### src/rtl/pc_fetch_unit.sv
// PC register and instruction-fetch sequencer for the single-cycle MIPS datapath.
// Issues one memory request per instruction and holds it for decode until acknowledged.
module pc_fetch_unit #(
    parameter logic [31:0] RESET_PC         = 32'h0000_3000,
    parameter bit          ADDR_ALIGN_CHECK = 1'b1
) (
    input  logic        clk,
    input  logic        rst,
    input  logic [31:0] in_pc,
    output logic [31:0] out_pc,
    output logic        imem_req,
    output logic [31:0] imem_addr,
    input  logic        imem_ready,
    input  logic [31:0] imem_rdata,
    output logic [31:0] instr,
    output logic        instr_valid,
    input  logic        instr_ack,
    input  logic        stall,
    output logic        addr_err,
    output logic [31:0] fetch_cnt
);

    // Handshakes: imem_req/imem_ready complete a fetch in any cycle where both are 1;
    // instr_valid/instr_ack complete delivery in any cycle where both are 1 and stall is 0.
    typedef enum logic [1:0] {
        BOOT  = 2'd0,
        FETCH = 2'd1,
        HOLD  = 2'd2,
        HALT  = 2'd3
    } state_t;

    state_t state;
    state_t state_next;

    logic fetch_done;
    logic ack_ok;
    logic misaligned;
    logic halt_on_ack;

    assign misaligned  = (in_pc[1:0] != 2'b00);
    assign halt_on_ack = ADDR_ALIGN_CHECK && misaligned;
    assign fetch_done  = (state == FETCH) && imem_req && imem_ready;
    assign ack_ok      = (state == HOLD) && instr_ack && !stall;
    assign imem_addr   = out_pc;

    always_comb begin
        state_next = state;
        imem_req   = 1'b0;
        case (state)
            BOOT: begin
                if (!stall) state_next = FETCH;
            end
            FETCH: begin
                imem_req = !stall;
                if (!stall && imem_ready) state_next = HOLD;
            end
            HOLD: begin
                if (ack_ok) state_next = halt_on_ack ? HALT : FETCH;
            end
            HALT: begin
                state_next = HALT;
            end
            default: state_next = BOOT;
        endcase
    end

    always_ff @(posedge clk or posedge rst) begin
        if (rst) state <= BOOT;
        else     state <= state_next;
    end

    always_ff @(posedge clk or posedge rst) begin
        if (rst) begin
            out_pc      <= RESET_PC;
            instr       <= 32'h0000_0000;
            instr_valid <= 1'b0;
            addr_err    <= 1'b0;
            fetch_cnt   <= 32'h0000_0000;
        end else begin
            if (fetch_done) begin
                instr       <= imem_rdata;
                instr_valid <= 1'b1;
            end
            if (ack_ok) begin
                fetch_cnt   <= fetch_cnt + 32'd1;
                instr_valid <= 1'b0;
                // A faulting target leaves the PC on the instruction that produced it.
                if (halt_on_ack) addr_err <= 1'b1;
                else             out_pc   <= {in_pc[31:2], 2'b00};
            end
        end
    end

endmodule

### config.mk
export PLATFORM = sky130hd
export DESIGN_NAME = pc_fetch_unit
export DESIGN_NICKNAME = d
export VERILOG_FILES = /design/src/rtl/pc_fetch_unit.sv
export SDC_FILE = /design/constraint.sdc
export NUM_CORES = 1
export LEC_CHECK = 0
export ABC_AREA = 1
export CAP_MARGIN = 0
export CORE_ASPECT_RATIO = 1.5
export CORE_MARGIN = 2
export CORE_UTILIZATION = 57
export CTS_CLUSTER_SIZE = 14
export DETAILED_ROUTE_END_ITERATION = 16
export DONT_BUFFER_PORTS = 1
export PLACE_DENSITY = 0.75
export SYNTH_ARGS = -nofsm -noshare
export SYNTH_HDL_FRONTEND = slang
export SYNTH_SLANG_ARGS = --single-unit
### constraint.sdc
create_clock -name clk -period 2.5 [get_ports clk]
set_input_delay 0 -clock clk [delete_from_list [all_inputs] [get_ports clk]]
set_output_delay 0 -clock clk [all_outputs]
set_load 0.01 [all_outputs]
Yosys cells after proc, flatten, opt, wreduce, memory -nomap -nowiden
Index checks and enable logic that the tools add are counted.

Bits of input ports: 69. Flip-flop bits (word level): 98. Logic and storage cells: 34. Output and inout port bits: 131.

Reduce and logical (&&, ||, !) cells: 12. Bitwise logic cells: 1. Mux-type cells: 8. Equal/unequal tests: 6. Add/subtract/negate cells: 1.

Operators by type and width (count): 32-bit by 1-bit adder with 32-bit output, second input constant (1); 2-bit two-way mux (4); 2-bit one-hot mux with 4 select lines (1); 1-bit logical AND (5); 2-bit == test, second input constant (2); 2-bit != test, second input constant (2); 2-bit AND reduction (2); 2-bit nonzero test (2); 1-bit two-way mux (3); 3-bit AND reduction (1); 2-bit by 1-bit == test with 1-bit output, second input constant (1); 2-bit zero test (1); 2-bit by 1-bit != test with 1-bit output, second input constant (1); 1-bit zero test (1); 1-bit NOT (1).

Depth between registers and ports, before layout
Gate-level depths: netlist of run 1.

Depth after elaboration: 6. Depth in mapped cells: 9. Depth with buffers taken out: 8.

Worst setup path before layout of run 1
No wires, ideal clock.

Path kind: register to register. From: register fetch_cnt[1]. To: register fetch_cnt[26]. Clock period less this slack: 1.522 ns. Setup slack: 0.978 ns. Setup time: 0.117 ns. Arrival time: 1.405 ns. Stages on the path, launching flop included: 10. Required time: 2.383 ns. Buffers on the path: 1. Cells stage by stage: dfrtp_1 -> ha_1 -> nand3_1 -> nor2_1 -> nand2_2 -> nor2_2 -> buf_4 -> nand3_1 -> nand2_1 -> nand2_1.

Word-level cells in the longest chain between the ends: 1.

RTL lines: start, declared (RTL line 20) `output logic [31:0] fetch_cnt`; start signal, assigned (RTL line 85) `fetch_cnt <= fetch_cnt + 32'd1;`; 32-bit by 1-bit adder with 32-bit output (RTL line 85).

No other way between the ends. A chain may end at the register's enable or synchronous reset.

Final worst setup path of run 1
From: register state[0]. To: register state[0].

Word-level cells in the longest chain between the ends: 5. Elaborated cells on any way between the ends: 11. Classes of those cells: eq/ne (6); mux (1); reduce/logical (4).

RTL lines: start, declared (RTL line 32) `state_t state;`; start signal, assigned (RTL line 69) `else state <= state_next;`; 2-bit == test (RTL line 43, 49); 1-bit logical AND (2 in series) (RTL line 43) `assign ack_ok = (state == HOLD) && instr_ack && !stall;`; 2-bit != test (no source line); 3-bit AND reduction (no source line).

Parallel ways exist; a longest one is shown, timed or not.

==> results of run 1 <==
==> kinds of logic after synthesis <==
family / count (synthesis)
AOI/OAI and AO/OA: 11
xor gates and xnor gates: 15
adders and majority gates: 1
buffers and inverters: 99
DFF: 98
other: 1
and+or+nand+nor: 353
==> cell usage in the layout, fill, tap and decap left out, types with 3 or more instances in the layout <==
cell and count:
nand3b_1 4, xor2_1 7, dlygate4sd3_1 106, nand3_1 80, xnor2_1 8, nor2_1 37, nand2_1 210, dfrtp_1 96
nor2_2 3, nand4_1 12, clkbuf_16 9, conb_1 4, inv_1 41, buf_4 7, o21ai_1 5
==> how the worst min path moves through the flow <==
stage	from	endpoint	slack (ns)	cells past startpoint
6_report	stall	state[1]	0.03	4
5_1_grt	stall	state[1]	0.06	4
4_1_cts	stall	state[1]	0.02	4
3_5_place_dp	rst	imem_addr[23]	-0.03	1
3_3_place_gp	rst	imem_addr[31]	-0.02	1
2_1_floorplan	in_pc[12]	imem_addr[12]	0.11	2
==> state kept, by name, summed over array words and instances (netlist names) <==
name / cells
imem_addr: 30
state: 2
instr_valid: 1
fetch_cnt: 32
instr: 32
addr_err: 1
==> Yosys cell counts (2+ instances only) <==
| cell | n | area, µm² |
|---|---|---|
| nand3b_1 | 4 | 30.0 |
| nand2_2 | 2 | 12.5 |
| dfstp_2 | 2 | 52.6 |
| dfrtp_1 | 96 | 2400 |
| clkbuf_1 | 16 | 60.1 |
| nor2_2 | 2 | 12.5 |
| o21ai_0 | 2 | 10.0 |
| inv_1 | 42 | 158 |
| nor2_4 | 2 | 22.5 |
| o21ai_1 | 5 | 25.0 |
| nand3_1 | 80 | 400 |
| buf_2 | 3 | 15.0 |
| xor2_1 | 7 | 61.3 |
| nor2_1 | 38 | 143 |
| nand4_1 | 12 | 75.1 |
| nand2_1 | 210 | 788 |
| xnor2_1 | 8 | 70.1 |
| buf_4 | 36 | 270 |
==> per-stage QoR <==
stage	hold WS, ns	std cells
6_report	0.0289	761
5_1_grt	0.0629	761
4_1_cts	0.0227	760
3_5_place_dp	-0.0275	638
3_3_place_gp	-0.0152	638
2_1_floorplan	0.112	581
==> worst register-to-register path, delay by kind of cell (launching register included) <==
kind | cells | cell delay (ns)
buf+inv | 2 | 1.13
simple gates | 3 | 0.21
flops | 1 | 0.41
compound gates | 2 | 0.25
==> where the power goes <==
group          internal [W]  switching, W
sequential          0.00210      0.000827
clock              0.000730      0.000583
combinational      0.000398      0.000548
total               0.00322       0.00196
==> metal layers <==
layer,GRT usage [%],wire [µm]
met1,30.7,4680
met2,52.9,6920
met3,6.99,887
met4,15.2,529
met5,0,0
==> layout make-up <==
class                           instances  area (µm²)  area share [%]
Antenna cell                            1        2.50          0.0423
Multi-Input combinational cell        384        1740            29.5
Clock inverter                          4        26.3           0.444
Inverter                               43         165            2.79
Clock buffer                           12         256            4.34
Timing Repair Buffer                  114        1130            19.2
Tap cell                              105         131            2.22
Sequential cell                        98        2450            41.5
==> what timing repair did <==
| item | in CTS | in global routing |
|---|---|---|
| setup buffers | 0 | 0 |
| endpoints found under the setup margin | 0 | 0 |
| hold buffers | 106 | 0 |
| endpoints found under the hold margin | 88 | 0 |
==> results.md, run 1 <==
- The flow ran to the end, and the final reports show no timing, DRC or antenna violations.
- In the synthesized netlist the dominant register cell turns out to be dfrtp_1.
- The leakage power summed over all cells is 2.86 nW.
- After Yosys synthesis, XOR and XNOR cells account for 2.79% of the synthesized area.
- In this run the critical register-to-register path is captured at state[0].
- The final core area utilization is 73.8%.
- The worst reg-to-reg setup slack is 0.43 ns.
- The region available for standard cell placement spans 8010 µm².
- Clock tree synthesis inserted a total of 9 buffers.
- The minimum clock period after layout is 2.07 ns.
- STA puts the critical path data required time at 2.77 ns.
- The floorplan step defined a die boundary enclosing 9000 µm².
- The layout overhead on the synthesized area is 25.8%.
- Setup repair after global routing left no endpoint under its margin.
- The count of nets left with antenna violations once routing finished came out at 0.
- The number of core rows is 40.
- The via count of the first global-routing pass came to 4271.
- The vertical extent of the die is 115 µm.
- Synthesis instantiated 29 different standard cells from the library.
- The max-slew violation total from the final report was 0.
- For this run, the post-layout net count is 720.
- Yosys printed 0 warnings.
- The clock skew after layout is 0.00687 ns.
- The slew at the pin with the worst max-slew slack is 1.03 ns.
- In this design, the largest share of critical-path delay is due to buffers and inverters.
- The sequential area share after synthesis is 52.2%.
- The number of register bits inferred by synthesis is 98.
- The vias after detailed routing is 4157.
- For this run, the detailed router's first-pass iteration total came to 5.
- The summed instance area of the synthesized netlist is 4700 µm².
- STA classifies the critical path endpoint as a flop.
- The worst pin sits at a relative slew slack of 31.3%.
- The dominant combinational cell family by area after synthesis is simple AND/OR/NAND/NOR gates.
- The cell seen most often among critical-path stages is nand2_1.
- After clock tree synthesis, the clock-pin slew on the worst setup and hold paths is 0.06 ns.
- The worst setup slack after layout is 0.433 ns.
- The maximum number of buffers from clock root to sink is 2.
- The post-DP HPWL is 7.73 mm.
- The mux share of post-synthesis cell area is 0%.
- The type of the tightest min-delay check is in -> reg.
- The total number of H-tree levels is 3.
- The mean instance size in the synthesized netlist is 8.13 µm².
- The number of cells upsized or downsized after cts is 0.
- By startpoint and endpoint, the worst setup path is classified as reg -> reg.
- Of the available clock period, the critical path in the final layout requires 82.7%.
- In the final timing run, aggregate negative setup slack is 0 ns.
- The count of boundary I/O pins is 200.
- The maximum frequency from static timing analysis is 484 MHz.
- The die is 78.2 µm wide.
- The insertion delay to the later sink of the worst-skew pair is 0.34 ns.
- The worst-case setup slack after placement is 0.536 ns.
- The detail-routed net length per standard cell is 17.1 µm.
- The placed instance area is 4570 µm².
- In this run, synthesis inferred 0 flip-flops with an integrated enable.
- The slowest stage of the critical path is the dlygate4sd3_1 cell.
- The worst register-to-register path begins at state[0].
- The initial antenna violation count is 1.
- The overall power is 0.00518 W.
- The clock tree from TritonCTS is done.
- The largest single stage delay on the critical path is 0.58 ns.
- The global placement routability congestion is 0.851.
- The worst setup path is launched from a flop.
- The post-route netlist has 5.50% of its cells at a drive strength greater than 1.
- The overflow left after global routing is 0.
- Once layout is done, the placed cells without fillers occupy 5910 µm².
- The maximum number of pins on one net before global-route repair is 37.
- Global routing used 29.0% of the available tracks.
- The area fraction in compound gates after synthesis is 1.33%.
- The starting density of the core is 58.7%.
- The final routed wirelength across all metal layers is 13.0 mm.
- After filler insertion, the fill cell instance count of the layout stands at 571.
- In this run the worst setup path terminates at state[0].
- Setup violations remaining at the end of the flow were counted as 0.
- The detailed router finished its first iteration with 185 violations.
- Counting every instance in the synthesized netlist gives 578.
- Using the TritonRoute via totals, the vias-per-cell ratio works out to 5.46.
- The global-route wire length before repair is 20.1 mm.
- Max-cap violations in this run came to 0.
- Of the total synthesized cell area, the portion taken by AND, OR, NAND and NOR gates is 32.3%.
- Counting flops with an async set or reset pin after synthesis yields a share of 100%.
- The start point of the critical path is state[0].
- In this run the clock root is driven by a clkbuf_16.
- The final hold violation count was 0.
- Traced cell by cell, the critical path runs through nand2_1 > nand2_1 > dlygate4sd3_1 > nand2_1 > o21ai_0 > o22ai_1 > dlygate4sd3_1.
- The maximum fanout encountered on the critical timing path is 3.
- The share of synthesized cell area in full adder, half adder and majority cells is 0.266%.
- Counting every sink on the clock net gives 98.
- The number of cells on the critical path is 7.
- The total power density per cell area is 877 nW/µm².
- For the worst flop-to-flop path, the logic depth is 7.
- The data arrival time of the worst path is 2.34 ns.
- The total buffers and inverters traversed by the critical path is 2.
- In the routed design, unresolved DRC markers number 0.
- During placement, the flow inserted port buffers numbering 0.
- Across the VDD grid, the largest voltage drop is 0.620 mV.
(Power assumes the default switching activity.)
==> run 2, diff against run 1 <==
==> constraint.sdc (replaced) <==
create_clock -name clk -period 1.69 [get_ports clk]
set_input_delay 0 -clock clk [delete_from_list [all_inputs] [get_ports clk]]
set_output_delay 0 -clock clk [all_outputs]
set_load 0.01 [all_outputs]
==> results.md, run 2 (synthesized netlist as in run 1, its figures left out) <==
- The flow ran to the end, and the final reports show no timing, DRC or antenna violations.
- Entering global routing, the biggest net connects 34 pins.
- The global placement routability congestion is 0.880.
- Between clock sinks in the finished design, the worst skew comes to 0.00592 ns.
- The insertion delay to the later sink of the worst-skew pair is 0.34 ns.
- The width of the die is 78.2 µm.
- The maximum fanout encountered on the critical timing path is 8.
- For this design the ratio of total power to cell area is 1350 nW/µm².
- The number of buffers inserted to repair setup after CTS is 0.
- Setup violations remaining at the end of the flow were counted as 0.
- The H-tree generated during clock tree synthesis spans 3 levels.
- The worst setup path is launched from a flop.
- The slew at the pin with the worst max-slew slack is 1.16 ns.
- The critical path in this run is classified as reg -> reg.
- Dividing the final minimum period by the clock period gives 91.6%.
- The maximum number of buffers from clock root to sink is 2.
- The first detailed-routing pass ran for 4 iterations.
- At the worst endpoint, the required time is 1.91 ns.
- The nature of the critical path endpoint is a flop.
- The register clock-pin slew on the reported worst setup and hold paths is 0.07 ns.
- The number of remaining DRC errors is 0.
- After floorplanning, the core was sized to cover 8010 µm².
- The total negative slack is 0 ns.
- Setup repair after global routing left no endpoint under its margin.
- The via count of the first global-routing pass came to 3849.
- The tightest min-delay check is of the in -> reg type.
- TritonCTS built the clock tree.
- The initial antenna violation count is 0.
- Pin placement for this block handled 200 I/O pins.
- The vias after detailed routing is 3937.
- The max-capacitance violation count is 0.
- Summed over all layers, the global routing overflow is 0.
- Row generation in the floorplan step produced 40 rows.
- The final layout contains 696 nets.
- The area growth from synthesis to layout is 20.9%.
- Dividing the detail-routed wire length by the instance count gives 15.7 µm.
- The starting density of the core is 58.7%.
- The cell at the root of the clock tree is clkbuf_16.
- The leakage power summed over all cells is 2.90 nW.
- Detailed placement ended at an HPWL of 7.80 mm.
- The final hold violation count is 0.
- The total global routing track utilization is 26.3%.
- The final antenna-violating net count is 0.
- Overall power consumption after layout is estimated at 0.00766 W.
- The maximum frequency from static timing analysis is 646 MHz.
- The library cell used most frequently in the layout, excluding fill and tap cells, is nand2_1.
- The routed design has 11.6 mm of wire.
- The floorplan step set the die height to 115 µm.
- Clock tree synthesis found a total of 98 sinks.
- The fraction of layout cells with a size suffix above 1 is 8.87%.
- In the layout the commonest cells are 210 x nand2_1, 96 x dfrtp_1, 80 x nand3_1.
- In this run, the number of DRC markers left after iteration 0 of detailed routing was 248.
- The die footprint is 9000 µm².
- During placement, the flow inserted port buffers numbering 0.
- The data arrival time of the worst path is 1.77 ns.
- Clock tree synthesis inserted a total of 9 buffers.
- After layout, the worst setup slack is 0.141 ns.
- The worst pin sits at a relative slew slack of 22.4%.
- The repair_antennas step left the layout with diodes totalling 0.
- The mean number of vias per cell is 5.35.
- For the finished layout, the period the worst path requires is 1.55 ns.
- The max-slew violation total from the final report is 0.
- The worst-case setup slack after placement is 0.107 ns.
- The global-route wire length before repair is 18.6 mm.
- IR analysis of the VDD net gives a maximum drop of 1.15 mV.
-- run 2: critical path: stages (launching register included) --
cell,delay [ns]
dfrtp_1,0.41
inv_2,0.13
nand2_2,0.10
nor2_4,0.25
nand2_1,0.16
nor2_4,0.17
nand2_1,0.09
xnor2_1,0.12
-- run 2: routing by layer --
metal / global-route usage [%] / vias to the layer above / routed length (µm)
met3: 6.59 / 28 / 822
met2: 47.1 / 196 / 6170
met4: 12.3 / 0 / 299
met1: 29.4 / 1843 / 4270
li1: - / 1870 / -
met5: 0 / - / 0
-- run 2: through the flow --
stage                     instance area (µm²)  hold WS (ns)  utilization [%]  instances
final                                    5680        0.0259             71.0        736
after global placement                   4710       -0.0399             58.8        654
after detailed placement                 4710       -0.0500             58.8        654
after floorplan                          4720         0.112                -        581
after global routing                     5680        0.0368             71.0        736
after CTS                                5670       0.00946             70.8        736
-- run 2: power breakdown --
| part | internal [W] | leakage (nW) | switching (W) |
|---|---|---|---|
| Clock | 0.00116 | 0.148 | 0.000844 |
| Combinational | 0.000569 | 1.49 | 0.000807 |
| Sequential | 0.00310 | 1.26 | 0.00118 |
| Total | 0.00483 | 2.90 | 0.00283 |
-- run 2: path summary, 6_finish.rpt --
path | startpoint | cells after the start | to | slack (ns)
min reg2reg | imem_addr[13] | 2 | imem_addr[13] | 0.53
min | in_pc[0] | 4 | imem_addr[21] | 0.03
max in group asynchronous | rst | 3 | imem_addr[13] | 0.91
min in group asynchronous | rst | 2 | imem_addr[18] | 0.19
max reg2reg | state[0] | 7 | fetch_cnt[15] | 0.14
max | state[0] | 7 | fetch_cnt[15] | 0.14
-- run 2: area by class of cell --
class                           instances  area (µm²)
Clock buffer                           13         280
Inverter                               43         165
Timing Repair Buffer                   90         881
Multi-Input combinational cell        384        1750
Tap cell                              105         131
Clock inverter                          3        21.3
Fill cell                             595        2320
Sequential cell                        98        2450
-- run 2: repair_timing --
| item | 4_1_cts | 5_1_grt |
|---|---|---|
| setup endpoints to repair | 0 | 9 |
| resized for setup | 0 | 4 |
| hold endpoints to repair | 134 | 0 |
| hold buffers | 66 | 0 |
